===== config.mk =====
export PLATFORM = sky130hd
export DESIGN_NAME = data_sync_bus_filter_synth
export DESIGN_NICKNAME = d
export VERILOG_FILES = /design/src/rtl/data_sync_bus_filter_synth.sv
export SDC_FILE = /design/constraint.sdc
export NUM_CORES = 1
export LEC_CHECK = 0
export CORE_MARGIN = 5
export CORE_UTILIZATION = 42
export DETAILED_ROUTE_END_ITERATION = 10
export GPL_TIMING_DRIVEN = 1
export PLACE_DENSITY = 0.8
export REMOVE_ABC_BUFFERS = 1
export SLEW_MARGIN = 20
export SYNTH_ARGS = -nofsm -noshare
export SYNTH_HDL_FRONTEND = slang
export SYNTH_SLANG_ARGS = --single-unit

===== constraint.sdc =====
create_clock -name clock -period 1.4 [get_ports clock]
set_input_delay 0.28 -clock clock [delete_from_list [all_inputs] [get_ports clock]]
set_output_delay 0.28 -clock clock [all_outputs]
set_load 0.01 [all_outputs]

===== src/rtl/data_sync_bus_filter_synth.sv =====
`default_nettype none
// ============================================================================
// Module      : data_sync_bus_filter_synth
// Description : WIDTH-channel synchronizer with per-bit reset value, optional
//               per-bit or bus-coherent stability filter, and rise/fall pulses.
// Revision    : 1.0 - initial release
// ============================================================================
module data_sync_bus_filter_synth #(
    parameter int               WIDTH         = 8,
    parameter int               NUM_FLOPS     = 2,
    parameter logic [WIDTH-1:0] RESET_VALUE   = {WIDTH{1'b0}},
    parameter int               FILTER_CYCLES = 0,
    parameter int               MODE          = 0
) (
    input  logic             clock,
    input  logic             reset,
    input  logic [WIDTH-1:0] d_in,
    output logic [WIDTH-1:0] d_out,
    output logic [WIDTH-1:0] rise,
    output logic [WIDTH-1:0] fall,
    output logic             changed
);

    localparam int c_cnt_w = (FILTER_CYCLES > 0) ? $clog2(FILTER_CYCLES + 1) : 1;
    localparam logic [c_cnt_w-1:0] c_cnt_last =
        c_cnt_w'((FILTER_CYCLES > 0) ? (FILTER_CYCLES - 1) : 0);

    if (WIDTH < 1 || WIDTH > 64) begin : g_bad_width
        $error("data_sync_bus_filter_synth: WIDTH must be 1..64");
    end
    if (NUM_FLOPS < 1 || NUM_FLOPS > 8) begin : g_bad_flops
        $error("data_sync_bus_filter_synth: NUM_FLOPS must be 1..8");
    end
    if (FILTER_CYCLES < 0 || FILTER_CYCLES > 255) begin : g_bad_filter
        $error("data_sync_bus_filter_synth: FILTER_CYCLES must be 0..255");
    end
    if (MODE != 0 && MODE != 1) begin : g_bad_mode
        $error("data_sync_bus_filter_synth: MODE must be 0 or 1");
    end
    if (MODE == 1 && FILTER_CYCLES == 0) begin : g_bad_mode_f
        $error("data_sync_bus_filter_synth: MODE=1 requires FILTER_CYCLES>0");
    end

    logic [WIDTH-1:0] s;

    // Plain flop-to-flop chain; set/clear flavour picked per bit from RESET_VALUE.
    for (genvar gi = 0; gi < WIDTH; gi++) begin : g_chain
        (* ASYNC_REG = "TRUE", DONT_TOUCH = "TRUE" *)
        logic [NUM_FLOPS-1:0] sync_q;
        logic [NUM_FLOPS-1:0] sync_d;

        always_comb begin
            sync_d[0] = d_in[gi];
            for (int k = 1; k < NUM_FLOPS; k++) begin
                sync_d[k] = sync_q[k-1];
            end
        end

        if (RESET_VALUE[gi]) begin : g_set
            always_ff @(posedge clock or posedge reset) begin
                if (reset) sync_q <= '1;
                else       sync_q <= sync_d;
            end
        end else begin : g_clr
            always_ff @(posedge clock or posedge reset) begin
                if (reset) sync_q <= '0;
                else       sync_q <= sync_d;
            end
        end

        assign s[gi] = sync_q[NUM_FLOPS-1];
    end

    if (FILTER_CYCLES == 0) begin : g_bypass
        assign d_out = s;
    end else if (MODE == 0) begin : g_bit_filter
        logic [c_cnt_w-1:0] cnt_q [WIDTH];
        logic [c_cnt_w-1:0] cnt_d [WIDTH];
        logic [WIDTH-1:0]   filt_q;
        logic [WIDTH-1:0]   filt_d;

        always_comb begin
            filt_d = filt_q;
            for (int i = 0; i < WIDTH; i++) begin
                cnt_d[i] = cnt_q[i];
                if (s[i] == filt_q[i]) begin
                    cnt_d[i] = '0;
                end else if (cnt_q[i] == c_cnt_last) begin
                    filt_d[i] = s[i];
                    cnt_d[i]  = '0;
                end else begin
                    cnt_d[i] = cnt_q[i] + c_cnt_w'(1);
                end
            end
        end

        always_ff @(posedge clock or posedge reset) begin
            if (reset) begin
                filt_q <= RESET_VALUE;
                for (int i = 0; i < WIDTH; i++) cnt_q[i] <= '0;
            end else begin
                filt_q <= filt_d;
                for (int i = 0; i < WIDTH; i++) cnt_q[i] <= cnt_d[i];
            end
        end

        assign d_out = filt_q;
    end else begin : g_bus_filter
        logic [c_cnt_w-1:0] cnt_q;
        logic [c_cnt_w-1:0] cnt_d;
        logic [WIDTH-1:0]   s_q;
        logic [WIDTH-1:0]   filt_q;
        logic [WIDTH-1:0]   filt_d;

        // Any movement on the bus restarts the count, so the whole word lands at once.
        always_comb begin
            filt_d = filt_q;
            cnt_d  = cnt_q;
            if (s == filt_q || s != s_q) begin
                cnt_d = '0;
            end else if (cnt_q == c_cnt_last) begin
                filt_d = s;
                cnt_d  = '0;
            end else begin
                cnt_d = cnt_q + c_cnt_w'(1);
            end
        end

        always_ff @(posedge clock or posedge reset) begin
            if (reset) begin
                cnt_q  <= '0;
                s_q    <= RESET_VALUE;
                filt_q <= RESET_VALUE;
            end else begin
                cnt_q  <= cnt_d;
                s_q    <= s;
                filt_q <= filt_d;
            end
        end

        assign d_out = filt_q;
    end

    logic [WIDTH-1:0] d_out_q;

    always_ff @(posedge clock or posedge reset) begin
        if (reset) d_out_q <= RESET_VALUE;
        else       d_out_q <= d_out;
    end

    assign rise    = d_out & ~d_out_q;
    assign fall    = ~d_out & d_out_q;
    assign changed = |(rise | fall);

endmodule
`default_nettype wire


==> flow_summary.yaml, run 1 <==
run_status:
  status: "finished with violations"
  failed_checks: "setup timing"
cells_and_area:
  area_growth_pct: 44.7
  nets: 134
  seqCellArea_um2: 601
  insertedDiodeCount: 0
  drive_above_1_share_pct: 38.7
  multi_input_area_um2: 294
  fin_util_pct: 62.9
  num-fill-cells: 184
  final_cell_area_um2: 1370
critical_path:
  endpoint_kind: "output pin"
  cp.required_ns: 1.12
  critPathLaunchType: "flip-flop"
  critPathKind: "reg2out"
  rr_worst_depth: 1
  crit_path_max_fanout: 2
  critical_path_arrival_ns: 1.49
detailed_routing:
  top_layer: "met4"
  vias: 559
  dr.pass1.iters: 2
  drc: 0
  via_per_inst: 4.17
  wl_met2_um: 892
  wl_um: 1740
  detail-route-antenna-nets: 0
  drt_iter0_markers: 5
  wl_per_cell_um: 13.0
  met3_length_um: 97
  wl_met1_um: 732
synthesis:
  synthTopCellsByArea: "dfrtp_1 (64%), ha_1 (21%), inv_1 (6.8%)"
  syn_inst: 68
  avgSynthCellArea_um2: 13.9
  ys_seq_elements: 24
  syn_area_um2: 943
  yosys.area.top_type_share_pct: 63.7
  synth_common_cells: "dfrtp_1 (24), inv_1 (17), ha_1 (16)"
  ys_seq_area_share_pct: 63.7
  synth_ff_type: "dfrtp_1"
  async_flop_share_pct: 100
  yosysUniqueCellTypes: 6
  yosysMostFrequentCell: "dfrtp_1"
  synth_edf_count: 0
  yosysWarnings: 0
  yosys.area.top_type: "dfrtp_1"
sta:
  hold_ws_ns: 0.302
  post-route-min-period_ns: 1.77
  max_freq_mhz: 566
  hold_viol: 0
  fin_crit_sh_pct: 126
  rsz0062_at_grt: "true"
  clock_skew_ns: 0.000920
  setup_slack_ns: -0.366
  maxSlewHeadroom_pct: 80.6
  maxSlewViolCount: 0
  finalSetupViolations: 3
  setup_tns_ns: -0.406
  tightestPinTransition_ns: 0.291
placement:
  portBuffers: 34
  placed_area_um2: 1330
  gp_congestion: 0.653
  dpl.hpwl_um: 1320
cts:
  cts_tree: "built"
  htreeDepth: 1
  cts.reportedPaths.clkPinSlew_ns: 0.12
  clockBufferDepth: 2
  clock_sinks: 24
  cts_root_buffer: "clkbuf_4"
  numCtsBuffers: 3
  clk_latency_ns: 0.29
power:
  power.density_nw_per_um2: 891
  ir_drop_v: 0.000785
  p_leak_nw: 0.715
floorplanning:
  die_w_um: 57.4
  core_um2: 2170
  dieArea_um2: 3290
  row_count: 17
  ios: 35
  fp.dieH_um: 57.4
  start_util_pct: 43.5
global_route:
  grtUsageTotal_pct: 11.4
  grt_pass1_wl_um: 2840
  grt_max_degree: 25
  grt_pass1_vias: 647
  antenna_found_initial: 0
  overflow: 0
job:
  cap_violations: 0
min_path:
  min_path_type: "in2async"
## layout by cell type, fill, tap and decap left out, drive strengths merged
| master | count |
|---|---|
| nand4 | 2 |
| or2 | 1 |
| buf | 29 |
| dfrtp | 24 |
| ha | 16 |
| clkdlybuf4s15 | 2 |
| clkdlybuf4s50 | 9 |
| inv | 17 |
| clkbuf | 6 |
## layout make-up
cell class	count	area share, %
flip-flops and latches	24	44.0
repair buffers	43	25.6
clock buffers	3	1.65
multi-input cells	19	21.5
inverters	17	4.67
well taps	28	2.57
## final timing paths
kind / slack, ns / from / to
worst min-delay path: 0.30 / reset / g_chain[7].sync_q[0]$_DFF_PP0_
worst max register to register: 0.75 / g_chain[5].sync_q[1]$_DFF_PP0_ / d_out_q[5]$_DFF_PP0_
worst min register to register: 0.36 / g_chain[6].sync_q[0]$_DFF_PP0_ / g_chain[6].sync_q[1]$_DFF_PP0_
min in group clock: 0.36 / g_chain[6].sync_q[0]$_DFF_PP0_ / g_chain[6].sync_q[1]$_DFF_PP0_
worst max-delay path: -0.37 / g_chain[5].sync_q[1]$_DFF_PP0_ / changed
max in group asynchronous: 0.87 / reset / d_out_q[1]$_DFF_PP0_
## flip-flops by register name, summed over array words and instances, names as in the netlist
name	flops
d_out_q	8
g_chain.sync_q	16
## stage by stage
step	cells	total power [mW]	setup WS, ns
global route	134	1.28	-0.434
detailed placement	131	0.957	-0.347
finish	134	1.22	-0.366
global placement	131	0.950	-0.332
CTS	137	1.23	-0.362
floorplan	60	0.826	0.0643
## worst max-delay path, cell delays in order (launching register included)
cell     delay (ns)
dfrtp_1        0.40
inv_1          0.06
ha_1           0.28
nand4_1        0.08
or2_1          0.23
buf_2          0.14
## routing by layer
layer / track usage, % / vias up
met3: 3.62 / 2
met2: 18.5 / 16
met1: 13.7 / 273
li1: - / 268
met4: 4.97 / 0
met5: 0 / -
## kinds of logic (layout without fill, tap and decap cells)
kind of cell | after synthesis | count (layout) | share of synthesized area (%)
buf+inv | 25 | 63 | 13.1
fa+ha+maj | 16 | 16 | 21.2
flops | 24 | 24 | 63.7
simple gates | 3 | 3 | 1.99
## where the power goes
group | internal [mW] | switching (mW)
clock | 0.100 | 0.177
sequential | 0.728 | 0.0166
combinational | 0.102 | 0.0928
total | 0.929 | 0.286
## timing repair
action                                  in CTS  in global routing
endpoints found under the setup margin      25                 18
gates resized for setup                    101                 19
hold buffers                                 0                  0
setup buffers                                4                  2
pin swaps                                    1                  5
Power figures use the tool's default switching activity.
==> run 2: changes to the inputs <==
--- a/config.mk
+++ b/config.mk
@@ -5,6 +5,7 @@
 export SDC_FILE = /design/constraint.sdc
 export NUM_CORES = 1
 export LEC_CHECK = 0
+export CORE_ASPECT_RATIO = 0.7
 export CORE_MARGIN = 5
 export CORE_UTILIZATION = 42
 export DETAILED_ROUTE_END_ITERATION = 10
==> run 2 against run 1 <==
Effect of this change:
- highest routed layer is now met3
- sequential power barely moved
- via count increased by 3.8%
- register-to-register slack lost 0.20 ns
- routed wire length up 5.2%
- the run still ends with setup timing left
- core utilization up 5.0 points
==> flow_summary.yaml, run 2 (synthesis results as in run 1) <==
cells_and_area:
  final_cell_mix: "dfrtp_1 (24), inv_1 (16), buf_6 (15)"
  final_common_cell: "dfrtp_1"
  nets: 140
  largest_register_ffs: 16
  top_register: "g_chain.sync_q"
  area_growth_pct: 55.2
  top_regs: "g_chain.sync_q: 16 flops, d_out_q: 8 flops"
  insertedDiodeCount: 0
  num-fill-cells: 167
  drive_above_1_share_pct: 46.9
  final_cell_area_um2: 1460
  fin_util_pct: 67.9
cts:
  clk_latency_ns: 0.30
  numCtsBuffers: 3
  htreeDepth: 1
  cts.reportedPaths.clkPinSlew_ns: 0.12
  cts_hold_buf: 0
  cts_tree: "built"
  clock_sinks: 24
  clockBufferDepth: 2
  cts_root_buffer: "clkbuf_4"
min_path:
  min_path_type: "in2async"
detailed_routing:
  drc: 0
  detail-route-antenna-nets: 0
  wl_um: 1830
  drt_iter0_markers: 2
  vias: 580
  via_per_inst: 4.00
  wl_per_cell_um: 12.6
  dr.pass1.iters: 4
placement:
  portBuffers: 34
  pre_cts_slack_ns: -0.339
  dpl.hpwl_um: 1310
  placed_area_um2: 1330
  gp_congestion: 0.726
floorplanning:
  die_w_um: 66.6
  row_count: 14
  ios: 35
  dieArea_um2: 3310
  core_um2: 2150
  fp.dieH_um: 49.7
  start_util_pct: 43.8
sta:
  clock_skew_ns: 0.00107
  maxSlewViolCount: 0
  max_freq_mhz: 579
  maxSlewHeadroom_pct: 80.6
  setup_slack_ns: -0.327
  fin_crit_sh_pct: 123
  tightestPinTransition_ns: 0.292
  finalSetupViolations: 5
  rsz0062_at_grt: "true"
  post-route-min-period_ns: 1.73
  setup_tns_ns: -0.633
  hold_viol: 0
power:
  power.density_nw_per_um2: 895
  ir_drop_v: 0.000717
  p_leak_nw: 0.756
critical_path:
  crit_start: "g_chain[4].sync_q[1]$_DFF_PP0_"
  reg2reg_to: "d_out_q[3]$_DFF_PP0_"
  crit_path_max_fanout: 2
  critPathKind: "reg2out"
  rrSetupSlack_ns: 0.55
  rr_worst_depth: 3
  cp.required_ns: 1.12
  critPathLaunchType: "flip-flop"
  r2r_start: "g_chain[3].sync_q[1]$_DFF_PP0_"
  critical_path_arrival_ns: 1.45
  endpoint_kind: "output pin"
run_status:
  failed_checks: "setup timing"
  status: "finished with violations"
global_route:
  grt_pass1_wl_um: 2810
  grtUsageTotal_pct: 11.6
  grtUsageMet2_pct: 20.4
  overflow: 0
  grt_pass1_vias: 594
  grt_max_degree: 25
  use_met1_pct: 12.0
  antenna_found_initial: 0
  grtUsageMet3_pct: 6.14
  gr-max-usage-layer: "met2"
job:
  cap_violations: 0
==> run 2: changes by cell type in the layout (fill, tap and decap cells not counted), sizes merged <==
cell	delta
clkdlybuf4s15	-2
buf	+5
clkbuf	+4
==> run 2: routing by layer <==
metal | share of wire, % | vias up | wire length (µm)
li1 | - | 282 | -
met1 | 38 | 275 | 694
met2 | 51 | 23 | 934
met3 | 11 | 0 | 203
met4 | 0 | 0 | 0
met5 | 0 | - | 0
==> run 2: power breakdown <==
part	total, mW	switching [mW]	internal [mW]
Clock	0.349	0.190	0.159
Combinational	0.214	0.0964	0.117
Sequential	0.747	0.0194	0.728
==> run 2: cell type report <==
| class | instances | area [µm²] | share of cell area (%) |
|---|---|---|---|
| clock buffers | 4 | 36.3 | 2.48 |
| inverters | 17 | 63.8 | 4.36 |
| repair buffers | 49 | 404 | 27.6 |
| multi-input cells | 19 | 319 | 21.8 |
| flip-flops and latches | 24 | 601 | 41.0 |
| well taps | 32 | 40.0 | 2.74 |
==> run 2: how the worst max path moves through the flow <==
stage / end / slack (ns)
detailed placement: changed / -0.34
CTS: changed / -0.34
global route: changed / -0.44
floorplan: changed / 0.06
finish: changed / -0.33
global placement: changed / -0.32
==> run 2: timing repair <==
action,in CTS,in global routing
pin swaps,5,8
setup endpoints to repair,25,21
resized for setup,112,15
buffers inserted,3,8
==> run 2: per-stage QoR <==
step	hold slack, ns	power (mW)	std cells
2_1_floorplan	0.295	0.826	60
3_3_place_gp	0.332	0.948	135
3_5_place_dp	0.335	0.956	135
4_1_cts	0.297	1.31	141
5_1_grt	0.301	1.40	145
6_report	0.293	1.31	145
==> run 2: worst max-delay path, stage by stage (launching register included) <==
cell	delay [ns]
dfrtp_1	0.38
inv_1	0.05
ha_1	0.27
nand4_1	0.08
or2_1	0.22
buf_2	0.14
==> run 3: changes to the inputs <==
--- a/config.mk
+++ b/config.mk
@@ -5,12 +5,11 @@
 export SDC_FILE = /design/constraint.sdc
 export NUM_CORES = 1
 export LEC_CHECK = 0
-export CORE_ASPECT_RATIO = 0.7
 export CORE_MARGIN = 5
 export CORE_UTILIZATION = 42
 export DETAILED_ROUTE_END_ITERATION = 10
 export GPL_TIMING_DRIVEN = 1
-export PLACE_DENSITY = 0.8
+export PLACE_DENSITY_LB_ADDON = 0.3
 export REMOVE_ABC_BUFFERS = 1
 export SLEW_MARGIN = 20
 export SYNTH_ARGS = -nofsm -noshare
==> run 3 against run 2 <==
Effect of this change:
- the run still ends with setup timing left
- via count rose by 0.34%
- critical path depth did not move
- clock skew barely moved
- combinational power fell by 3%
- largest power group unchanged
- highest routed layer is now met4
==> flow_summary.yaml, run 3 (synthesis results as in run 1) <==
global_route:
  antenna_found_initial: 0
  grtUsageTotal_pct: 11.2
  overflow: 0
  grt_pass1_vias: 626
  grt_max_degree: 25
  grt_pass1_wl_um: 2780
cells_and_area:
  insertedDiodeCount: 0
  top_register: "g_chain.sync_q"
  top_regs: "g_chain.sync_q: 16 flops, d_out_q: 8 flops"
  largest_register_ffs: 16
  final_cell_area_um2: 1440
  area_growth_pct: 52.1
  fin_util_pct: 66.1
  final_common_cell: "dfrtp_1"
  final_cell_mix: "dfrtp_1 (24), inv_1 (14), buf_6 (14)"
  nets: 139
  drive_above_1_share_pct: 46.4
detailed_routing:
  drt_iter0_markers: 1
  vias: 582
  wl_per_cell_um: 12.0
  detail-route-antenna-nets: 0
  wl_um: 1670
  drc: 0
  via_per_inst: 4.16
  dr.pass1.iters: 2
sta:
  tightestPinTransition_ns: 0.283
  maxSlewViolCount: 0
  maxSlewHeadroom_pct: 81.1
  setup_slack_ns: -0.342
  rsz0062_at_grt: "true"
  fin_crit_sh_pct: 124
  finalSetupViolations: 8
  hold_ws_ns: 0.299
  max_freq_mhz: 574
  clock_skew_ns: 0.000832
  post-route-min-period_ns: 1.74
  hold_viol: 0
floorplanning:
  core_um2: 2170
  row_count: 17
  ios: 35
  fp.dieH_um: 57.4
  start_util_pct: 43.5
  dieArea_um2: 3290
  die_w_um: 57.4
placement:
  dpl.hpwl_um: 1160
  placed_area_um2: 1330
  portBuffers: 34
  pre_cts_slack_ns: -0.340
  gp_congestion: 0.644
min_path:
  min_path_type: "in2async"
critical_path:
  crit_chain: "inv_2 -> ha_4 -> nand4_1 -> or2_1 -> buf_2"
  critical_path_arrival_ns: 1.46
  endpoint_kind: "output pin"
  cp.required_ns: 1.12
  slowest_stage: "dfrtp_1"
  rrSetupSlack_ns: 0.55
  critPathKind: "reg2out"
  critPathLaunchType: "flip-flop"
  crit_path_max_incr_delay_ns: 0.41
  crit_path_max_fanout: 2
cts:
  cts_root_buffer: "clkbuf_4"
  cts_tree: "built"
  cts_hold_buf: 0
  htreeDepth: 1
  clk_latency_ns: 0.30
  clockBufferDepth: 2
  cts.reportedPaths.clkPinSlew_ns: 0.12
  numCtsBuffers: 3
  clock_sinks: 24
power:
  power.density_nw_per_um2: 904
  p_leak_nw: 0.747
  ir_drop_v: 0.000716
  p_total_mw: 1.30
run_status:
  failed_checks: "setup timing"
  status: "finished with violations"
job:
  cap_violations: 0
-- run 3: what timing repair did --
| item | in CTS | in global routing |
|---|---|---|
| resized for setup | 109 | 17 |
| setup buffers | 4 | 3 |
| pin swaps | 6 | 6 |
| endpoints found under the setup margin | 25 | 20 |
| hold endpoints to repair | 0 | 0 |
-- run 3: critical path: cells and delay by family, from the launching register on --
family | cells | cell delay, ns
adders and majority gates | 1 | 0.25
buffers and inverters | 2 | 0.21
DFF | 1 | 0.41
and+or+nand+nor | 2 | 0.29
-- run 3: worst paths after layout --
path | start | end | cells past startpoint
setup / recovery | g_chain[4].sync_q[1]$_DFF_PP0_ | changed | 5
hold / removal | reset | g_chain[5].sync_q[0]$_DFF_PP0_ | 3
setup reg to reg | g_chain[1].sync_q[1]$_DFF_PP0_ | d_out_q[1]$_DFF_PP0_ | 3
hold reg to reg | g_chain[6].sync_q[0]$_DFF_PP0_ | g_chain[6].sync_q[1]$_DFF_PP0_ | 0
max in group asynchronous | reset | g_chain[6].sync_q[1]$_DFF_PP0_ | 3
min in group clock | g_chain[6].sync_q[0]$_DFF_PP0_ | g_chain[6].sync_q[1]$_DFF_PP0_ | 0
-- run 3: final cells by class --
class / instances / area (µm²)
inverter: 17 / 68.8
clock buffer: 4 / 36.3
tap: 28 / 35.0
multi-input combinational: 19 / 297
fill: 175 / 734
timing repair buffer: 48 / 398
sequential: 24 / 601
-- run 3: power breakdown --
| part | switching [mW] | leakage (nW) | internal (mW) | total (mW) |
|---|---|---|---|---|
| combinational | 0.0930 | 0.447 | 0.114 | 0.207 |
| sequential | 0.0181 | 0.280 | 0.728 | 0.746 |
| clock | 0.186 | 0.0210 | 0.159 | 0.344 |
-- run 3: metal layers --
metal  GRT usage (%)  up-vias  part of all wire, %  wire [µm]
met1            12.4      281                   36        605
met4            5.96        0                 0.66         11
li1                -      281                    -          -
met5               0        -                    0          0
met2            19.5       18                   56        944
met3            2.71        2                  6.8        113
-- run 3: metrics by stage --
step                      setup TNS, ns  cells
after floorplan                       0     60
after global placement           -0.623    132
after detailed placement         -0.691    132
after CTS                        -0.754    139
after global routing              -1.48    140
final                            -0.789    140
